[src/rtl/sif_xa_arbiter.sv]
// rtl/sif_xa_arbiter.sv - two-master arbiter for the SIF xa port
// SIF_ARB_BURST_EN: allow up to MAX_BURST back-to-back grants to one owner while the other waits
module sif_xa_arbiter #(
    parameter int AW        = 16,
    parameter int DW        = 16,
    parameter int MAX_BURST = 4
) (
    input  logic          clk,
    input  logic          rst_n,
    input  logic          m0_req,
    input  logic          m0_we,
    input  logic [AW-1:0] m0_addr,
    input  logic [DW-1:0] m0_wdata,
    output logic          m0_gnt,
    output logic          m0_rvalid,
    output logic [DW-1:0] m0_rdata,
    input  logic          m1_req,
    input  logic          m1_we,
    input  logic [AW-1:0] m1_addr,
    input  logic [DW-1:0] m1_wdata,
    output logic          m1_gnt,
    output logic          m1_rvalid,
    output logic [DW-1:0] m1_rdata,
    output logic          xa_wr_s,
    output logic          xa_rd_s,
    output logic [AW-1:0] xa_addr,
    output logic [DW-1:0] xa_data_wr,
    input  logic [DW-1:0] xa_data_rd
);

    generate
        if (MAX_BURST < 1 || MAX_BURST > 15) begin : g_bad_burst
            $error("MAX_BURST must be in 1..15");
        end
    endgenerate

    typedef enum logic {IDLE, OWN} state_t;

    state_t        state, state_nxt;
    logic          owner, owner_nxt;
    logic          rr_last, rr_last_nxt;
    logic          grant;
    logic          sel;
    logic          own_req, oth_req;
    logic          cmd_we;
    logic [AW-1:0] cmd_addr;
    logic [DW-1:0] cmd_wdata;
    logic          t1_valid, t1_owner;
    logic          t2_valid, t2_owner;

`ifdef SIF_ARB_BURST_EN
    localparam logic [3:0] BURST_LIM = 4'(MAX_BURST);
    logic [3:0] cnt, cnt_nxt;
`endif

    assign own_req = owner ? m1_req : m0_req;
    assign oth_req = owner ? m0_req : m1_req;

    always_ff @(posedge clk or negedge rst_n) begin
        if (!rst_n) begin
            state   <= IDLE;
            owner   <= 1'b0;
            rr_last <= 1'b1;
`ifdef SIF_ARB_BURST_EN
            cnt     <= 4'd0;
`endif
        end else begin
            state   <= state_nxt;
            owner   <= owner_nxt;
            rr_last <= rr_last_nxt;
`ifdef SIF_ARB_BURST_EN
            cnt     <= cnt_nxt;
`endif
        end
    end

    always_comb begin
        grant = 1'b0;
        sel   = owner;
`ifdef SIF_ARB_BURST_EN
        cnt_nxt = cnt;
`endif
        case (state)
            IDLE: begin
                if (m0_req || m1_req) begin
                    grant = 1'b1;
                    sel   = (m0_req && m1_req) ? ~rr_last : m1_req;
`ifdef SIF_ARB_BURST_EN
                    cnt_nxt = 4'd1;
`endif
                end
            end
            OWN: begin
`ifdef SIF_ARB_BURST_EN
                if (own_req && cnt < BURST_LIM) begin
                    grant   = 1'b1;
                    sel     = owner;
                    cnt_nxt = cnt + 4'd1;
                end else if (oth_req) begin
                    grant   = 1'b1;
                    sel     = ~owner;
                    cnt_nxt = 4'd1;
                end else if (own_req) begin
                    // burst exhausted but nobody else wants the port: restart it without a bubble
                    grant   = 1'b1;
                    sel     = owner;
                    cnt_nxt = 4'd1;
                end
`else
                if (oth_req) begin
                    grant = 1'b1;
                    sel   = ~owner;
                end else if (own_req) begin
                    grant = 1'b1;
                    sel   = owner;
                end
`endif
            end
        endcase
        state_nxt   = grant ? OWN : IDLE;
        owner_nxt   = grant ? sel : owner;
        rr_last_nxt = grant ? sel : rr_last;
    end

    always_comb begin
        m0_gnt    = grant & ~sel & rst_n;
        m1_gnt    = grant & sel & rst_n;
        cmd_we    = sel ? m1_we : m0_we;
        cmd_addr  = sel ? m1_addr : m0_addr;
        cmd_wdata = sel ? m1_wdata : m0_wdata;
    end

    // Command issue plus a two-stage read tag pipeline that steers returns back to the issuer
    always_ff @(posedge clk or negedge rst_n) begin
        if (!rst_n) begin
            xa_wr_s    <= 1'b0;
            xa_rd_s    <= 1'b0;
            xa_addr    <= '0;
            xa_data_wr <= '0;
            t1_valid   <= 1'b0;
            t1_owner   <= 1'b0;
            t2_valid   <= 1'b0;
            t2_owner   <= 1'b0;
            m0_rvalid  <= 1'b0;
            m1_rvalid  <= 1'b0;
            m0_rdata   <= '0;
            m1_rdata   <= '0;
        end else begin
            xa_wr_s    <= grant & cmd_we;
            xa_rd_s    <= grant & ~cmd_we;
            xa_addr    <= grant ? cmd_addr : '0;
            xa_data_wr <= grant ? cmd_wdata : '0;
            t1_valid   <= grant & ~cmd_we;
            t1_owner   <= sel;
            t2_valid   <= t1_valid;
            t2_owner   <= t1_owner;
            m0_rvalid  <= t2_valid & ~t2_owner;
            m1_rvalid  <= t2_valid & t2_owner;
            if (t2_valid && !t2_owner) begin
                m0_rdata <= xa_data_rd;
            end
            if (t2_valid && t2_owner) begin
                m1_rdata <= xa_data_rd;
            end
        end
    end

endmodule

[config.mk]
export PLATFORM = sky130hd
export DESIGN_NAME = sif_xa_arbiter
export DESIGN_NICKNAME = d
export VERILOG_FILES = /design/src/rtl/sif_xa_arbiter.sv
export SDC_FILE = /design/constraint.sdc
export NUM_CORES = 1
export LEC_CHECK = 0
export ABC_AREA = 1
export BUFFER_PORTS_ARGS = -buffer_cell sky130_fd_sc_hd__buf_2
export CORE_MARGIN = 4
export CORE_UTILIZATION = 45
export DETAILED_ROUTE_END_ITERATION = 10
export HOLD_SLACK_MARGIN = 0.03
export PLACE_DENSITY = 0.77
export REMOVE_ABC_BUFFERS = 1
export SETUP_SLACK_MARGIN = 0.4
export SYNTH_ARGS = -nofsm -noshare
export SYNTH_HDL_FRONTEND = slang
export SYNTH_SLANG_ARGS = --single-unit
[constraint.sdc]
create_clock -name clk -period 1.5 [get_ports clk]
set_input_delay 0 -clock clk [delete_from_list [all_inputs] [get_ports clk]]
set_output_delay 0 -clock clk [all_outputs]
set_load 0.02 [all_outputs]
==> run metrics, run 1 <==
drt pass-1 iters 5; wire length per cell after detailed routing roughly 18 um; Starting Density 47.3%; CP required about 1.5 ns; number of slew-limit violations in the final report 0; placer congestion estimate 0.802; minimum clock period after layout about 1.5 ns; result of the run complete, no violations; worst slew slack as a fraction of its limit 68.2%; number of failing hold endpoints at the final stage 0; Skew-Pair Late Insertion Delay 0.34 ns; Sum Neg Setup Slack 0 ns; area of the die ~8200 um2; Die Wd 90.6 um; peak clock frequency supported by timing 683 MHz; Rows 29; kind of cell adding the most delay to the critical path flip-flops; total half-perimeter wirelength after legalization and detailed placement roughly 5900 um; total clock buffers created by CTS 9; first-pass GRT wire length between 15000 and 20000 um; maximum level of the CTS H-tree 3; number of nets with antenna violations after routing 0; synthesized area per cell ~10 um2; max-cap viol count 0; portion of the post-synthesis area used by sequential elements between 60% and 70%; number of antenna violations at the first check in global routing 0; Worst R2R Setup Slack roughly 0.13 ns; maximum resistive drop on vdd ~0.00058 V; highest fanout seen on the critical path 3; # setup viols final 0; Clock Skews just over 0.01 ns; flip-flop and latch count after synthesis between 70 and 80; power density normalized to cell area approximately 1200 nW/um2; post-place setup slack approximately 0.20 ns; Worst path slowest cell sky130_fd_sc_hd__dfstp_2; count of inserted antenna diode cells 0; Slew @ Worst Pin roughly 0.48 ns; CP Cell Sequence inv_2 -> nand2_2 -> nand3_4 -> nand2_4 -> inv_4 -> nor3_2 -> buf_4; vias in the first global route between 3000 and 4000; delay of the slowest cell on the worst path approximately 0.54 ns; number of buffers and inverters on the critical path 3; fraction of layout cells with a size suffix above 1 around two fifths; Final Net Count about 640; category of the worst setup path launch point flip-flop; total number of vias between 3000 and 4000; arrival time at the worst endpoint ~1.5 ns; Finished Core Util around four fifths; clock input transition at the sequential cells of the worst setup and hold paths around 0.09 ns; post-route clock period utilization a little over nine tenths; count of yosys warnings during synthesis 0; vertical die dimension ~90 um; top-level I/O count about 160; Post-Route WL between 10000 and 15000 um; leakage component of the power 0.00278 uW; area added between synthesis and finish 68.6%; Worst Path Class, Setup reg -> out; Clock Root Buffer sky130_fd_sc_hd__clkbuf_8; CTS tree built; mean number of vias per cell roughly 5.3; overall routing resource usage a little over a quarter; Post-Synthesis Cell Area 3070 um2; Distinct cells, synth 18; crit path setup slack, layout about 0.036 ns; remaining global-route overflow 0; largest net degree at the start of global routing 75; gate count after technology mapping 305; setup repair after global routing missed its margin true; CORE AREA 6490 um2; number of buffers between clock root and the deepest sink 2; Worst Setup End Kind output pin; classification of the worst-slack hold path in -> reg; Filler cells about 380; number of buffer cells added on primary ports approximately 160; Iter 0 DRT Violations between 150 and 200; TritonCTS sink count 74; residual DRC count 0
## area by class of cell
| type | instances | area (um2) | area share [%] |
|---|---|---|---|
| tap | 77 | 96.3 | 1.86 |
| timing repair buffer | 258 | 1890 | 36.6 |
| inverter | 28 | 108 | 2.08 |
| clock buffer | 9 | 124 | 2.39 |
| sequential | 74 | 1850 | 35.8 |
| clock inverter | 7 | 93.8 | 1.81 |
| multi-input combinational | 180 | 1000 | 19.4 |
## what timing repair did
| item | in CTS | in global routing |
|---|---|---|
| hold buffers | 83 | 0 |
| pin swaps | 2 | 3 |
| cloned | 1 | 2 |
| resized for setup | 16 | 15 |
| hold endpoints to repair | 140 | 0 |
| setup endpoints to repair | 40 | 57 |
| setup buffers | 3 | 3 |
## sequential cells by signal (all words and copies together), names as in the netlist
signal	count
m0_rdata	16
m1_rdata	16
xa_addr	16
xa_data_wr	16
m0_rvalid	1
m1_rvalid	1
owner	1
rr_last	1
state	1
t1_owner	1
t1_valid	1
t2_owner	1
t2_valid	1
xa_wr_s	1
## cell usage after synthesis
cell type,number,area [um2]
sky130_fd_sc_hd__buf_4,3,22.5
sky130_fd_sc_hd__nand2_4,1,11.3
sky130_fd_sc_hd__nand4_1,32,200
sky130_fd_sc_hd__or2_1,1,6.26
sky130_fd_sc_hd__nor3_1,1,5.00
sky130_fd_sc_hd__nor2_1,4,15.0
sky130_fd_sc_hd__buf_2,9,45.0
sky130_fd_sc_hd__dfstp_2,1,26.3
sky130_fd_sc_hd__dfrtp_1,73,1830
sky130_fd_sc_hd__clkbuf_1,7,26.3
sky130_fd_sc_hd__inv_1,26,97.6
sky130_fd_sc_hd__buf_6,4,45.0
sky130_fd_sc_hd__nand3_2,21,210
sky130_fd_sc_hd__nand2_1,72,270
sky130_fd_sc_hd__nand3_1,14,70.1
sky130_fd_sc_hd__o21bai_4,1,18.8
sky130_fd_sc_hd__inv_2,2,7.51
sky130_fd_sc_hd__o21ai_0,33,165
## cells by family after synthesis
group	after synthesis	share of synthesized area, %
simple gates	146	25.7
buf+inv	51	7.95
flops	74	60.4
compound gates	34	5.99
## worst paths after layout
kind,from,endpoint,depth (start not counted)
worst max-delay path,rr_last$_DFFE_PN1N_,m0_gnt,7
worst min-delay path,m1_req,t1_owner$_DFF_PN0_,5
worst max register to register,rr_last$_DFFE_PN1N_,xa_addr[3]$_DFF_PN0_,8
worst min register to register,t1_owner$_DFF_PN0_,t2_owner$_DFF_PN0_,0
max in group asynchronous,rst_n,rr_last$_DFFE_PN1N_,3
min in group asynchronous,rst_n,xa_addr[7]$_DFF_PN0_,3
## worst register-to-register path, stage by stage, from the launching register on
cell and delay (ns):
sky130_fd_sc_hd__dfstp_2 0.54, sky130_fd_sc_hd__inv_2 0.04, sky130_fd_sc_hd__nand2_2 0.06, sky130_fd_sc_hd__nand3_4 0.07
sky130_fd_sc_hd__nand2_4 0.09, sky130_fd_sc_hd__buf_8 0.16, sky130_fd_sc_hd__clkbuf_16 0.18, sky130_fd_sc_hd__nand3_2 0.07
sky130_fd_sc_hd__nand2_1 0.09
## report_power, final
| part | switching (uW) | total, uW | internal, uW | leakage [uW] |
|---|---|---|---|---|
| clock | 745 | 1680 | 933 | 0.000105 |
| combinational | 1220 | 2030 | 804 | 0.00177 |
| sequential | 172 | 2550 | 2370 | 0.000910 |
## placed cells by master, fill, tap and decap left out, types with 11 or more instances in the layout
| master | n |
|---|---|
| sky130_fd_sc_hd__buf_4 | 11 |
| sky130_fd_sc_hd__nand3_1 | 14 |
| sky130_fd_sc_hd__nand3_2 | 20 |
| sky130_fd_sc_hd__buf_2 | 152 |
| sky130_fd_sc_hd__dfrtp_1 | 73 |
| sky130_fd_sc_hd__dlygate4sd3_1 | 83 |
| sky130_fd_sc_hd__o21ai_0 | 30 |
| sky130_fd_sc_hd__nand2_1 | 68 |
| sky130_fd_sc_hd__nand4_1 | 32 |
| sky130_fd_sc_hd__inv_1 | 24 |
## stage by stage
stage                     area [um2]  hold WS (ns)  power [uW]  instances
after floorplan                 2930        -0.296        3490        282
after global placement          3910        0.0542        4180        525
after detailed placement        3910        0.0647        4230        525
after CTS                       5060         0.143        6130        628
after global routing            5170         0.174        6580        633
final                           5170         0.152        6250        633
## layer usage
layer / vias to the layer above / track usage [%] / routed length, um
met2: 241 / 42.6 / 5410
met1: 1565 / 32.9 / 4210
met3: 32 / 11.3 / 1390
li1: 1498 / - / -
met4: 0 / 12.0 / 357
met5: - / 0 / 0
(Power assumes the default switching activity.)
==> run 2, diff against run 1 <==
--- a/config.mk
+++ b/config.mk
@@ -12,8 +12,8 @@
 export DETAILED_ROUTE_END_ITERATION = 10
 export HOLD_SLACK_MARGIN = 0.03
 export PLACE_DENSITY = 0.77
-export REMOVE_ABC_BUFFERS = 1
 export SETUP_SLACK_MARGIN = 0.4
+export SLEW_MARGIN = 40
 export SYNTH_ARGS = -nofsm -noshare
 export SYNTH_HDL_FRONTEND = slang
 export SYNTH_SLANG_ARGS = --single-unit
==> run 2 against run 1 <==
Against the previous run:
- power shrank 0.82%
- critical path depth grew 1
- sequential power is essentially flat
- highest routed layer unchanged
- worst hold slack lost 0.081 ns
==> run metrics, run 2 (synthesized netlist as in run 1, its figures left out) <==
Clock Skews 0.00795 ns (-0.00224 ns); CTS tree built; capturing element of the worst setup path xa_data_wr[7]$_DFF_PN0_; # setup viols final 0 (unchanged); post-route clock period utilization 98.3% (+0.72 points); worst slew slack as a fraction of its limit 71.4% (+3.2 points); start of the worst register-to-register path rr_last$_DFFE_PN1N_; number of nets with antenna violations after routing 0 (unchanged); Starting Density 47.3% (unchanged); endpoint of the most critical register-to-register path xa_data_wr[7]$_DFF_PN0_; TritonCTS sink count 74 (unchanged); number of antenna violations at the first check in global routing 0 (unchanged); placer congestion estimate 0.799 (-0.46%); most used cells in the layout excluding fill and tap cells sky130_fd_sc_hd__buf_2, sky130_fd_sc_hd__dlygate4sd3_1, sky130_fd_sc_hd__dfrtp_1, sky130_fd_sc_hd__nand2_1; leakage component of the power 0.00273 uW (-1.7%); drt pass-1 iters 5 (unchanged); vias in the first global route 3496 (-0.57%); largest net degree at the start of global routing 75 (unchanged); number of buffers and inverters on the critical path 3 (unchanged); Rows 29 (unchanged); peak clock frequency supported by timing 678 MHz (-0.73%); Worst Setup End Kind flip-flop; max-cap viol count 0 (unchanged); Worst path slowest cell sky130_fd_sc_hd__dfstp_2; Final Net Count 628 (-1.4%); most frequent standard cell in the layout excluding fill and tap cells sky130_fd_sc_hd__buf_2; Post-Route WL 11000 um (-3.0%); total half-perimeter wirelength after legalization and detailed placement 5770 um (-1.6%); minimum clock period after layout 1.48 ns (+0.0108 ns); total clock buffers created by CTS 9 (unchanged); highest fanout seen on the critical path 14 (+11); crit path setup slack, layout 0.0250 ns (-0.0108 ns); number of buffers between clock root and the deepest sink 2 (unchanged); classification of the worst-slack hold path in -> reg; CP Cell Sequence inv_2 -> nand2_2 -> nand3_4 -> nand2_8 -> buf_6 -> buf_12 -> nand3_1 -> nand2_1; Slew @ Worst Pin 0.429 ns (-0.0473 ns); origin of the worst setup path rr_last$_DFFE_PN1N_; Crit. path cell count 8 (+1); switching share of power 34.5% (+0.24 points); net count after synthesis 391; Clock Root Buffer sky130_fd_sc_hd__clkbuf_8; Finished Core Util 78.6% (-1.1 points); wire length per cell after detailed routing 17.7 um (-1.6%); depth of the most critical reg-to-reg path 8 (unchanged); Iter 0 DRT Violations 151 (-5.0%); overall routing resource usage 27.5% (+0.29 points); kind of cell adding the most delay to the critical path flip-flops; result of the run complete, no violations; residual DRC count 0 (unchanged); CP required 1.77 ns (+0.27 ns); maximum resistive drop on vdd 0.000646 V (+11%); fraction of layout cells with a size suffix above 1 39.9% (-0.97 points); total number of vias 3322 (-0.42%); power density normalized to cell area 1210 nW/um2 (+0.55%); setup repair after global routing missed its margin true; clock input transition at the sequential cells of the worst setup and hold paths 0.08 ns (about the same); count of inserted antenna diode cells 0 (unchanged); first-pass GRT wire length 17700 um (about the same); internal portion of total power 4060 uW (-1.2%); CORE AREA 6490 um2 (unchanged); delay of the slowest cell on the worst path 0.53 ns (about the same); remaining global-route overflow 0 (unchanged); vertical die dimension 90.6 um (unchanged); part of the total power dissipated in combinational logic 31.8% (-0.6 points); post-place setup slack 0.150 ns (-0.0460 ns); arrival time at the worst endpoint 1.75 ns (+0.29 ns); number of failing hold endpoints at the final stage 0 (unchanged); number of buffer cells added on primary ports 155 (unchanged); number of slew-limit violations in the final report 0 (unchanged); area added between synthesis and finish 66.3%; top-level I/O count 156 (unchanged); mean number of vias per cell 5.32 (+1.0%); Clk network pwr share 27.1% (+0.3 points); Switch Pwr 2140 uW (-0.11%); area of the die 8210 um2 (unchanged); Worst R2R Setup Slack 0.02 ns (-0.11 ns); Skew-Pair Late Insertion Delay 0.34 ns (about the same); category of the worst setup path launch point flip-flop; maximum level of the CTS H-tree 3 (unchanged); sequential cell fraction of total power 41.1% (+0.4 points); Worst Path Class, Setup reg -> reg; Die Wd 90.6 um (unchanged)
run 2: timing repair:
action | in CTS | in global routing
hold buffers | 83 | 0
buffers inserted | 2 | 1
pin swaps | 1 | 4
gates resized for setup | 9 | 13
endpoints found under the setup margin | 45 | 63
endpoints found under the hold margin | 140 | 0
run 2: metrics by stage:
stage          hold WS (ns)  cells  total power [uW]  cell area [um2]  setup TNS (ns)
4_1_cts              0.0315    623              6130             5060               0
3_3_place_gp         0.0524    522              4200             3960               0
5_1_grt              0.0610    624              6520             5100          -0.131
3_5_place_dp         0.0638    522              4250             3960               0
2_1_floorplan        -0.296    305              3560             3120               0
6_report             0.0702    624              6200             5100               0
run 2: cell type report:
| type | instances | area [um2] |
|---|---|---|
| Sequential cell | 74 | 1850 |
| Timing Repair Buffer | 249 | 1800 |
| Fill cell | 362 | 1390 |
| Multi-Input combinational cell | 180 | 1030 |
| Clock buffer | 9 | 124 |
| Inverter | 28 | 110 |
| Tap cell | 77 | 96.3 |
| Clock inverter | 7 | 93.8 |
run 2: worst min-delay path by stage:
| stage | start | end | slack (ns) | cells past startpoint |
|---|---|---|---|---|
| 2_1_floorplan | rst_n | m0_rdata[0]$_DFFE_PN0P_ | -0.30 | 0 |
| 3_3_place_gp | rst_n | xa_wr_s$_DFF_PN0_ | 0.05 | 2 |
| 3_5_place_dp | rst_n | t2_owner$_DFF_PN0_ | 0.06 | 2 |
| 4_1_cts | m0_req | t1_owner$_DFF_PN0_ | 0.03 | 4 |
| 5_1_grt | m0_req | t1_owner$_DFF_PN0_ | 0.06 | 4 |
| 6_report | m0_req | t1_owner$_DFF_PN0_ | 0.07 | 4 |
run 2: metal layers:
| metal | track usage (%) | vias up | routed length (um) |
|---|---|---|---|
| met5 | 0 | - | 0 |
| met4 | 14.8 | 0 | 493 |
| li1 | - | 1483 | - |
| met1 | 31.8 | 1549 | 4080 |
| met3 | 10.7 | 50 | 1240 |
| met2 | 43.9 | 240 | 5220 |
run 2: power groups by stage:
stage	clock network [uW]	logic (uW)	registers, uW
2_1_floorplan	0	525	3040
3_3_place_gp	0	1640	2560
3_5_place_dp	0	1680	2570
4_1_cts	1720	1880	2530
5_1_grt	1810	2120	2590
6_report	1680	1970	2550
run 2: tightest hold or removal path, stage by stage:
cell	delay (ns)
sky130_fd_sc_hd__buf_2	0.15
sky130_fd_sc_hd__nand3_4	0.10
sky130_fd_sc_hd__nand2_8	0.06
sky130_fd_sc_hd__inv_6	0.07
==> run 3, diff against run 2 <==
--- a/config.mk
+++ b/config.mk
@@ -6,7 +6,8 @@
 export NUM_CORES = 1
 export LEC_CHECK = 0
 export ABC_AREA = 1
-export BUFFER_PORTS_ARGS = -buffer_cell sky130_fd_sc_hd__buf_2
+export ABC_CLOCK_PERIOD_IN_PS = 1500
+export BUFFER_PORTS_ARGS = -buffer_cell sky130_fd_sc_hd__buf_4
 export CORE_MARGIN = 4
 export CORE_UTILIZATION = 45
 export DETAILED_ROUTE_END_ITERATION = 10
==> run 3 against run 2 <==
Against the previous run:
- worst hold slack worse by 0.034 ns
- power rose by 7.3%
- utilization rose by 5.7 points
- largest cell class is now non-clock buffers
- largest power group unchanged
==> run metrics, run 3 (synthesized netlist as in run 1, its figures left out) <==
top-level I/O count 156 (unchanged); residual DRC count 0 (unchanged); overall routing resource usage 26.9% (-0.57 points); max-cap viol count 0 (unchanged); number of failing hold endpoints at the final stage 0 (unchanged); total clock buffers created by CTS 9 (unchanged); wire length per cell after detailed routing 17.7 um (about the same); vertical die dimension 90.6 um (unchanged); # setup viols final 0 (unchanged); largest net degree at the start of global routing 75 (unchanged); depth of the most critical reg-to-reg path 8 (unchanged); total half-perimeter wirelength after legalization and detailed placement 6190 um (+7.2%); Die Wd 90.6 um (unchanged); Clock Skews 0.00671 ns (-0.00124 ns); Worst Setup End Kind output pin; GR met3 Demand/Resource 8.50% (-2.2 points); GR Layer Usage met2 44.4% (+0.49 points); number of nets with antenna violations after routing 0 (unchanged); hold_ws 0.0364 ns (-0.0338 ns); setup repair after global routing missed its margin true; Final Net Count 628 (unchanged); Rows 29 (unchanged); CORE AREA 6490 um2 (unchanged); number of buffer cells added on primary ports 155 (unchanged); result of the run complete, no violations; total number of vias 3240 (-2.5%); maximum resistive drop on vdd 0.000680 V (+5.2%); Post-Route WL 11100 um (+0.21%); mean number of vias per cell 5.18 (-2.6%); classification of the worst-slack hold path in -> reg; crit path setup slack, layout 0.00462 ns (-0.0203 ns); TritonCTS sink count 74 (unchanged); endpoint of the most critical register-to-register path xa_data_wr[14]$_DFF_PN0_; number of slew-limit violations in the final report 0 (unchanged); CP required 1.50 ns (-0.27 ns); area of the die 8210 um2 (unchanged); Starting Density 47.3% (unchanged); most heavily used metal layer in global routing met2; Clock Root Buffer sky130_fd_sc_hd__clkbuf_8; category of the worst setup path launch point flip-flop; number of antenna violations at the first check in global routing 0 (unchanged); Worst Path Class, Setup reg -> out; highest fanout seen on the critical path 3 (-11); remaining global-route overflow 0 (unchanged); Worst Hold Launch m0_req; Worst R2R Setup Slack 0.02 ns (about the same); net count after synthesis 391 (unchanged); number of buffers between clock root and the deepest sink 2 (unchanged); post-place setup slack 0.142 ns (-0.00801 ns); capturing element of the worst setup path m1_gnt; minimum clock period after layout 1.50 ns (+0.0203 ns); power density normalized to cell area 1220 nW/um2 (+0.12%); met1 Track Usage GR 32.4% (+0.60 points); fraction of layout cells with a size suffix above 1 40.0% (+0.18 points); leakage component of the power 0.00283 uW (+3.7%); placer congestion estimate 0.771 (-3.5%); origin of the worst setup path rr_last$_DFFE_PN1N_; drt pass-1 iters 4 (-1); start of the worst register-to-register path rr_last$_DFFE_PN1N_; Slew @ Worst Pin 0.528 ns (+0.0990 ns); Skew-Pair Late Insertion Delay 0.35 ns (about the same); peak clock frequency supported by timing 669 MHz (-1.4%); clock input transition at the sequential cells of the worst setup and hold paths 0.08 ns (about the same); most frequent standard cell in the layout excluding fill and tap cells sky130_fd_sc_hd__buf_4; Iter 0 DRT Violations 123 (-19%); first-pass GRT wire length 17300 um (-2.0%); vias in the first global route 3389 (-3.1%); area added between synthesis and finish 78.3%; CTS tree built; most used cells in the layout excluding fill and tap cells sky130_fd_sc_hd__buf_4, sky130_fd_sc_hd__dlygate4sd3_1, sky130_fd_sc_hd__dfrtp_1, sky130_fd_sc_hd__nand2_1; post-route clock period utilization 99.7% (+1.4 points); worst slew slack as a fraction of its limit 64.8% (-6.6 points); maximum level of the CTS H-tree 3 (unchanged); arrival time at the worst endpoint 1.50 ns (-0.25 ns)
==> run 3: final cells by class <==
type	instances	area (um2)
clock inverter	7	118
fill	302	1020
antenna	1	2.50
clock buffer	9	124
tap	77	96.3
timing repair buffer	249	2150
multi-input combinational	180	1020
inverter	28	110
sequential	74	1850
==> run 3: report_power, final <==
part           switching, uW  internal (uW)
Clock                    771           1100
Combinational           1210            996
Sequential               199           2380
Total                   2180           4470
==> run 3: repair_timing <==
action | CTS | global route
endpoints found under the setup margin | 53 | 56
setup buffers | 1 | 0
hold buffers | 83 | 0
pin swaps | 1 | 3
hold endpoints to repair | 141 | 0
gates resized for setup | 6 | 12
==> run 3: worst min path at each step <==
| stage | end | cells past startpoint |
|---|---|---|
| final | t1_owner$_DFF_PN0_ | 4 |
| after global routing | t1_owner$_DFF_PN0_ | 4 |
| after CTS | t1_owner$_DFF_PN0_ | 4 |
| after detailed placement | t2_owner$_DFF_PN0_ | 2 |
| after global placement | t2_valid$_DFF_PN0_ | 2 |
| after floorplan | m0_rdata[0]$_DFFE_PN0P_ | 0 |
==> run 3: stage by stage <==
stage          utilization (%)  total power, uW  area [um2]  setup TNS [ns]  std cells
6_report                  84.2             6650        5470               0        625
2_1_floorplan                -             3560        3120               0        305
3_5_place_dp              66.7             4530        4330               0        524
4_1_cts                   83.7             6550        5440               0        624
5_1_grt                   84.2             6940        5470         -0.0779        624
3_3_place_gp              66.7             4480        4330               0        524
==> run 3: critical path: stages, from the launching register on <==
cell	delay, ns
sky130_fd_sc_hd__dfstp_2	0.53
sky130_fd_sc_hd__inv_2	0.04
sky130_fd_sc_hd__nand2_2	0.07
sky130_fd_sc_hd__nand3_4	0.11
sky130_fd_sc_hd__nand2_8	0.09
sky130_fd_sc_hd__inv_6	0.04
sky130_fd_sc_hd__nand2_2	0.09
sky130_fd_sc_hd__nor2_4	0.05
sky130_fd_sc_hd__buf_6	0.12
==> run 3: metal layers <==
layer	share of wire, %	up-vias
met5	0	-
met4	2.9	0
met3	10	29
met2	48	198
met1	39	1531
li1	-	1482
